File: src/rtl/tinyriscv_pkg.sv
// Shared tinyriscv definitions: bus widths, rib responder states
// and the rib_timer register map.
package tinyriscv_pkg;

  localparam int MemAddrBus = 32;
  localparam int MemBus     = 32;

  typedef enum logic [1:0] {
    REG_CTRL  = 2'd0,
    REG_VALUE = 2'd1,
    REG_CMP   = 2'd2
  } rib_timer_reg_e;

  localparam int CtrlEnBit    = 0;
  localparam int CtrlIntEnBit = 1;
  localparam int CtrlPendBit  = 2;

  typedef enum logic [1:0] {
    RS_IDLE = 2'd0,
    RS_WAIT = 2'd1,
    RS_RESP = 2'd2
  } rib_resp_state_e;

endpackage

File: src/rtl/rib_resp_fsm.sv
// Wait-state handshake engine for rib responders: latches a request,
// counts wait states and emits ready/commit/capture strobes.
module rib_resp_fsm
  import tinyriscv_pkg::*;
#(
  parameter int unsigned WaitCycles = 1
) (
  input  logic                  i_clk,
  input  logic                  i_rst_n,
  input  logic                  i_req,
  input  logic                  i_we,
  input  logic [MemAddrBus-1:0] i_addr,
  input  logic [MemBus-1:0]     i_wdata,
  output logic                  o_ready,
  output logic                  o_commit,
  output logic                  o_capture,
  output logic                  o_we,
  output logic [MemAddrBus-1:0] o_addr,
  output logic [MemBus-1:0]     o_wdata,
  output logic                  o_cap_we,
  output logic [MemAddrBus-1:0] o_cap_addr
);

  localparam logic [3:0] WaitInit = 4'(WaitCycles);

  rib_resp_state_e       r_state;
  logic [3:0]            r_wcnt;
  logic                  r_we;
  logic [MemAddrBus-1:0] r_addr;
  logic [MemBus-1:0]     r_wdata;
  logic                  r_ready;
  logic                  w_to_resp;

  always_comb begin
    w_to_resp = 1'b0;
    unique case (r_state)
      RS_IDLE: w_to_resp = i_req && (WaitCycles == 0);
      RS_WAIT: w_to_resp = i_req && (r_wcnt == 4'd1);
      default: w_to_resp = 1'b0;
    endcase
  end

  always_ff @(posedge i_clk or negedge i_rst_n) begin
    if (!i_rst_n) begin
      r_state <= RS_IDLE;
      r_wcnt  <= '0;
      r_we    <= 1'b0;
      r_addr  <= '0;
      r_wdata <= '0;
      r_ready <= 1'b0;
    end else begin
      r_ready <= w_to_resp;
      unique case (r_state)
        RS_IDLE: begin
          if (i_req) begin
            r_we    <= i_we;
            r_addr  <= i_addr;
            r_wdata <= i_wdata;
            r_wcnt  <= WaitInit;
            r_state <= (WaitCycles == 0) ? RS_RESP : RS_WAIT;
          end
        end
        RS_WAIT: begin
          // a dropped request abandons the access silently
          if (!i_req)
            r_state <= RS_IDLE;
          else if (r_wcnt == 4'd1)
            r_state <= RS_RESP;
          else
            r_wcnt <= r_wcnt - 4'd1;
        end
        RS_RESP: r_state <= RS_IDLE;
        default: r_state <= RS_IDLE;
      endcase
    end
  end

  assign o_ready    = r_ready;
  assign o_commit   = (r_state == RS_RESP);
  assign o_capture  = w_to_resp;
  assign o_we       = r_we;
  assign o_addr     = r_addr;
  assign o_wdata    = r_wdata;
  assign o_cap_we   = (r_state == RS_IDLE) ? i_we : r_we;
  assign o_cap_addr = (r_state == RS_IDLE) ? i_addr : r_addr;

endmodule

File: src/rtl/rib_timer.sv
// Memory-mapped rib timer: free-running counter with compare match,
// write-1-to-clear pending flag and a level interrupt.
module rib_timer
  import tinyriscv_pkg::*;
#(
  parameter int unsigned WaitCycles = 1
) (
  input  logic                  clk_i,
  input  logic                  rst_ni,
  input  logic                  req_i,
  input  logic                  we_i,
  input  logic [MemAddrBus-1:0] addr_i,
  input  logic [MemBus-1:0]     data_i,
  output logic [MemBus-1:0]     data_o,
  output logic                  ready_o,
  output logic                  int_o
);

  logic                  w_commit;
  logic                  w_capture;
  logic                  w_we;
  logic [MemAddrBus-1:0] w_addr;
  logic [MemBus-1:0]     w_wdata;
  logic                  w_cap_we;
  logic [MemAddrBus-1:0] w_cap_addr;
  logic                  w_unused;

  rib_resp_fsm #(
    .WaitCycles(WaitCycles)
  ) u_fsm (
    .i_clk     (clk_i),
    .i_rst_n   (rst_ni),
    .i_req     (req_i),
    .i_we      (we_i),
    .i_addr    (addr_i),
    .i_wdata   (data_i),
    .o_ready   (ready_o),
    .o_commit  (w_commit),
    .o_capture (w_capture),
    .o_we      (w_we),
    .o_addr    (w_addr),
    .o_wdata   (w_wdata),
    .o_cap_we  (w_cap_we),
    .o_cap_addr(w_cap_addr)
  );

  assign w_unused = ^{w_addr[MemAddrBus-1:4], w_addr[1:0],
                      w_cap_addr[MemAddrBus-1:4], w_cap_addr[1:0]};

  logic              r_en;
  logic              r_int_en;
  logic              r_pending;
  logic              r_int;
  logic [MemBus-1:0] r_value;
  logic [MemBus-1:0] r_cmp;
  logic [MemBus-1:0] r_rdata;

  logic              w_wr;
  logic              w_wr_ctrl;
  logic              w_wr_value;
  logic              w_wr_cmp;
  logic              w_match;
  logic              w_en_nxt;
  logic              w_int_en_nxt;
  logic              w_pend_nxt;
  logic [MemBus-1:0] w_value_nxt;
  logic [1:0]        w_sel;
  logic [MemBus-1:0] w_rd_mux;

  assign w_wr       = w_commit & w_we;
  assign w_wr_ctrl  = w_wr & (w_addr[3:2] == REG_CTRL);
  assign w_wr_value = w_wr & (w_addr[3:2] == REG_VALUE);
  assign w_wr_cmp   = w_wr & (w_addr[3:2] == REG_CMP);
  assign w_match    = r_en & (r_value == r_cmp);

  assign w_en_nxt     = w_wr_ctrl ? w_wdata[CtrlEnBit] : r_en;
  assign w_int_en_nxt = w_wr_ctrl ? w_wdata[CtrlIntEnBit] : r_int_en;
  // a match in the same cycle as a W1C keeps pending set
  assign w_pend_nxt   = w_match |
                        (r_pending & ~(w_wr_ctrl & w_wdata[CtrlPendBit]));

  always_comb begin
    w_value_nxt = r_value;
    if (w_wr_value)
      w_value_nxt = w_wdata;
    else if (w_match)
      w_value_nxt = '0;
    else if (r_en)
      w_value_nxt = r_value + 32'd1;
  end

  assign w_sel = w_cap_addr[3:2];

  always_comb begin
    w_rd_mux = '0;
    unique case (1'b1)
      (w_sel == REG_CTRL):
        w_rd_mux = {29'd0, r_pending, r_int_en, r_en};
      (w_sel == REG_VALUE): w_rd_mux = r_value;
      (w_sel == REG_CMP):   w_rd_mux = r_cmp;
      default:              w_rd_mux = '0;
    endcase
  end

  always_ff @(posedge clk_i or negedge rst_ni) begin
    if (!rst_ni) begin
      r_en      <= 1'b0;
      r_int_en  <= 1'b0;
      r_pending <= 1'b0;
      r_int     <= 1'b0;
      r_value   <= '0;
      r_cmp     <= 32'hFFFF_FFFF;
      r_rdata   <= '0;
    end else begin
      r_en      <= w_en_nxt;
      r_int_en  <= w_int_en_nxt;
      r_pending <= w_pend_nxt;
      r_int     <= w_pend_nxt & w_int_en_nxt;
      r_value   <= w_value_nxt;
      if (w_wr_cmp)
        r_cmp <= w_wdata;
      r_rdata <= (w_capture && !w_cap_we) ? w_rd_mux : '0;
    end
  end

  assign data_o = r_rdata;
  assign int_o  = r_int;

endmodule

File: config.mk
export PLATFORM = sky130hd
export DESIGN_NAME = rib_timer
export DESIGN_NICKNAME = d
export VERILOG_FILES = /design/src/rtl/tinyriscv_pkg.sv /design/src/rtl/rib_resp_fsm.sv /design/src/rtl/rib_timer.sv
export SDC_FILE = /design/constraint.sdc
export NUM_CORES = 1
export LEC_CHECK = 0
export BUFFER_PORTS_ARGS = -buffer_cell sky130_fd_sc_hd__buf_2
export CORE_MARGIN = 8
export CORE_UTILIZATION = 35
export DETAILED_ROUTE_END_ITERATION = 8
export GPL_TIMING_DRIVEN = 0
export SLEW_MARGIN = 15
export SYNTH_ARGS = -nofsm -noshare
export SYNTH_HDL_FRONTEND = slang
export SYNTH_HIERARCHICAL = 1
export SYNTH_SLANG_ARGS = --single-unit
export TNS_END_PERCENT = 50
File: constraint.sdc
create_clock -name clk_i -period 2.8 [get_ports clk_i]
set_input_delay 0.14 -clock clk_i [delete_from_list [all_inputs] [get_ports clk_i]]
set_output_delay 0.14 -clock clk_i [all_outputs]
set_load 0.005 [all_outputs]
==> metrics.cfg <==
[floorplanning]
fp-row-count=52
floorplan.initialDensity_pct=35.4
die_h_um=158
core_area_sq_um=20000
dieArea_sq_um=25100
pin_count=102
die_w_um=158

[run_status]
outcome=finished clean

[placed_design]
gp_congestion=0.853
hpwlAfterDp_um=13100
port_buffers=71

[routing]
via_per_inst=4.99
drt_iter0_markers=434
remaining_drc_errors=0
ant_nets=0
wire_per_inst_um=17.6
via_count=5247
drt_wl_total_um=18500
firstDrtPassIters=5

[setup_path]
cp_data_required_time_ps=3070
slowest_delay_ps=480
endpoint_kind=flip-flop
crit_type=flip-flop to flip-flop
cp_max_fo=10
start_kind=flip-flop
path_cells=clkbuf_1 > xnor2_1 > nand4_1 > nor2_1 > nand3_2 > nor2_4 > buf_2 > a211oi_1
cp.arrival_ps=2900
cpMaxStageDelayCell=xnor2_1

[sta]
relSlewSlack_pct=45.8
fmax_mhz=381
fin_crit_ps=2630
setup_viol=0
setup_tns_ps=0
rsz0062_at_grt=false
tightest_slew_ps=807
finClkSkew_ps=9.80
hold_viol_final=0
timing.final.crit_share_pct=93.8
drv_slew=0

[cells_and_area]
diodes=0
drive_gt1_share_pct=31.0
area_growth_pct=24.0
nNetsFinal=839
fillerInstances=1962

[global_route]
grt_pass1_wl_um=29400
grt_overflow=0
grt_max_degree=77
grt_usage_pct=15.6
grt_pass1_vias=5309
antenna_found_initial=0

[cts]
cts_root_buf=clkbuf_16
numCtsBuffers=17
cts_tree=built
cts_buffer_depth=2
clkSlewWorstSetupHoldPaths_ps=60
clkLatencyLatePin_ps=430
cts_sinks=142
htree_num_levels=4
cts_setup_buffers=0

[power_and_ir_drop]
p_leak_nw=3.80
power_mw=8.59
max-vdd-ir-drop_mv=0.491
p_per_area_nw_per_um2=977

[synth]
syn_inst=641
syn-num-nets=712
synth_warnings=6
synth_area_sq_um=7090
synth.avg_cell_area_sq_um=11.1

[worst_hold_path]
min_path_type=input port to flip-flop

[flow_run]
max_cap_violations=0

==> registers in the layout, indices dropped and copies added, names as in the netlist <==
register       cells
u_fsm/r_wcnt       4
u_fsm/o_we         1
u_fsm/o_addr       2
u_fsm/o_wdata     32
r_en               1
int_o              1
r_int_en           1
u_fsm/r_state      2
u_fsm/o_ready      1
r_pending          1
r_cmp             32
r_value           32
data_o            32
==> per-stage QoR <==
stage               setup slack, ps  instances  util, %  hold WS (ps)  area (sq um)
global route                   30.5       1051     43.9          94.2          8790
global placement               -500        982     38.8           371          7780
finish                          173       1051     43.9          97.0          8790
CTS                            72.4       1051     43.8          82.6          8780
floorplan                       679        641        -          -156          7090
detailed placement            -93.9        983     39.0           155          7820
==> metal layers <==
metal / vias up / GRT usage (%) / wire, um
li1: 2511 / - / -
met1: 2562 / 21.1 / 8670
met2: 150 / 24.1 / 8470
met3: 24 / 4.02 / 1090
met4: 0 / 4.76 / 328
met5: - / 0 / 0
==> repair_timing <==
action	4_1_cts	5_1_grt
setup endpoints to repair	10	20
hold endpoints to repair	92	0
resized for setup	3	5
hold buffers	36	0
pin swaps	0	0
==> power by group <==
| part | internal [mW] | switching [mW] |
|---|---|---|
| clock | 1.38 | 0.870 |
| sequential | 2.77 | 0.631 |
| combinational | 1.50 | 1.43 |
| total | 5.65 | 2.93 |
==> final timing paths <==
path | cells past startpoint | to | slack, ps | from
setup / recovery | 8 | r_value[3] | 170 | r_value[25]
hold / removal | 4 | u_fsm/r_state[1] | 100 | req_i
setup reg to reg | 8 | r_value[3] | 170 | r_value[25]
hold reg to reg | 2 | r_pending | 490 | r_pending
max in group asynchronous | 3 | r_cmp[4] | 1730 | rst_ni
min in group asynchronous | 2 | u_fsm/o_wdata[23] | 270 | rst_ni
==> cells in the final DEF, fill, tap and decap left out, drive strengths merged, types with 3 or more instances in the layout <==
master,instances
a211oi,3
a21oi,16
a22oi,30
and2,4
and3,11
buf,91
clkbuf,53
clkinvlp,4
dfrtp,110
dfstp,32
dlygate4sd3,36
ha,3
inv,7
mux2,71
mux2i,3
nand2,31
nand3,31
nand4,22
nor2,94
nor2b,4
nor3,23
nor3b,3
nor4,10
o211a,4
o21ai,7
o31ai,4
or2,3
or3,3
xnor2,42
xor2,7
==> layout make-up <==
cell class	count	area, sq um	area share [%]
clock inverter	9	109	1.24
multi-input combinational	444	3190	36.2
buffer	49	313	3.56
clock buffer	23	478	5.44
timing repair buffer	108	753	8.57
sequential	142	3590	40.9
tap	270	338	3.84
inverter	6	22.5	0.256
==> worst max-delay path: cells and delay by family, from the launching register on <==
family	cells	cell delay, ps
AND/OR/NAND/NOR	4	1020
buffers and inverters	2	530
XOR/XNOR	1	480
flip-flops	1	350
AO/OA/AOI/OAI	1	80
Note: power is estimated with default switching activity, not from simulation.
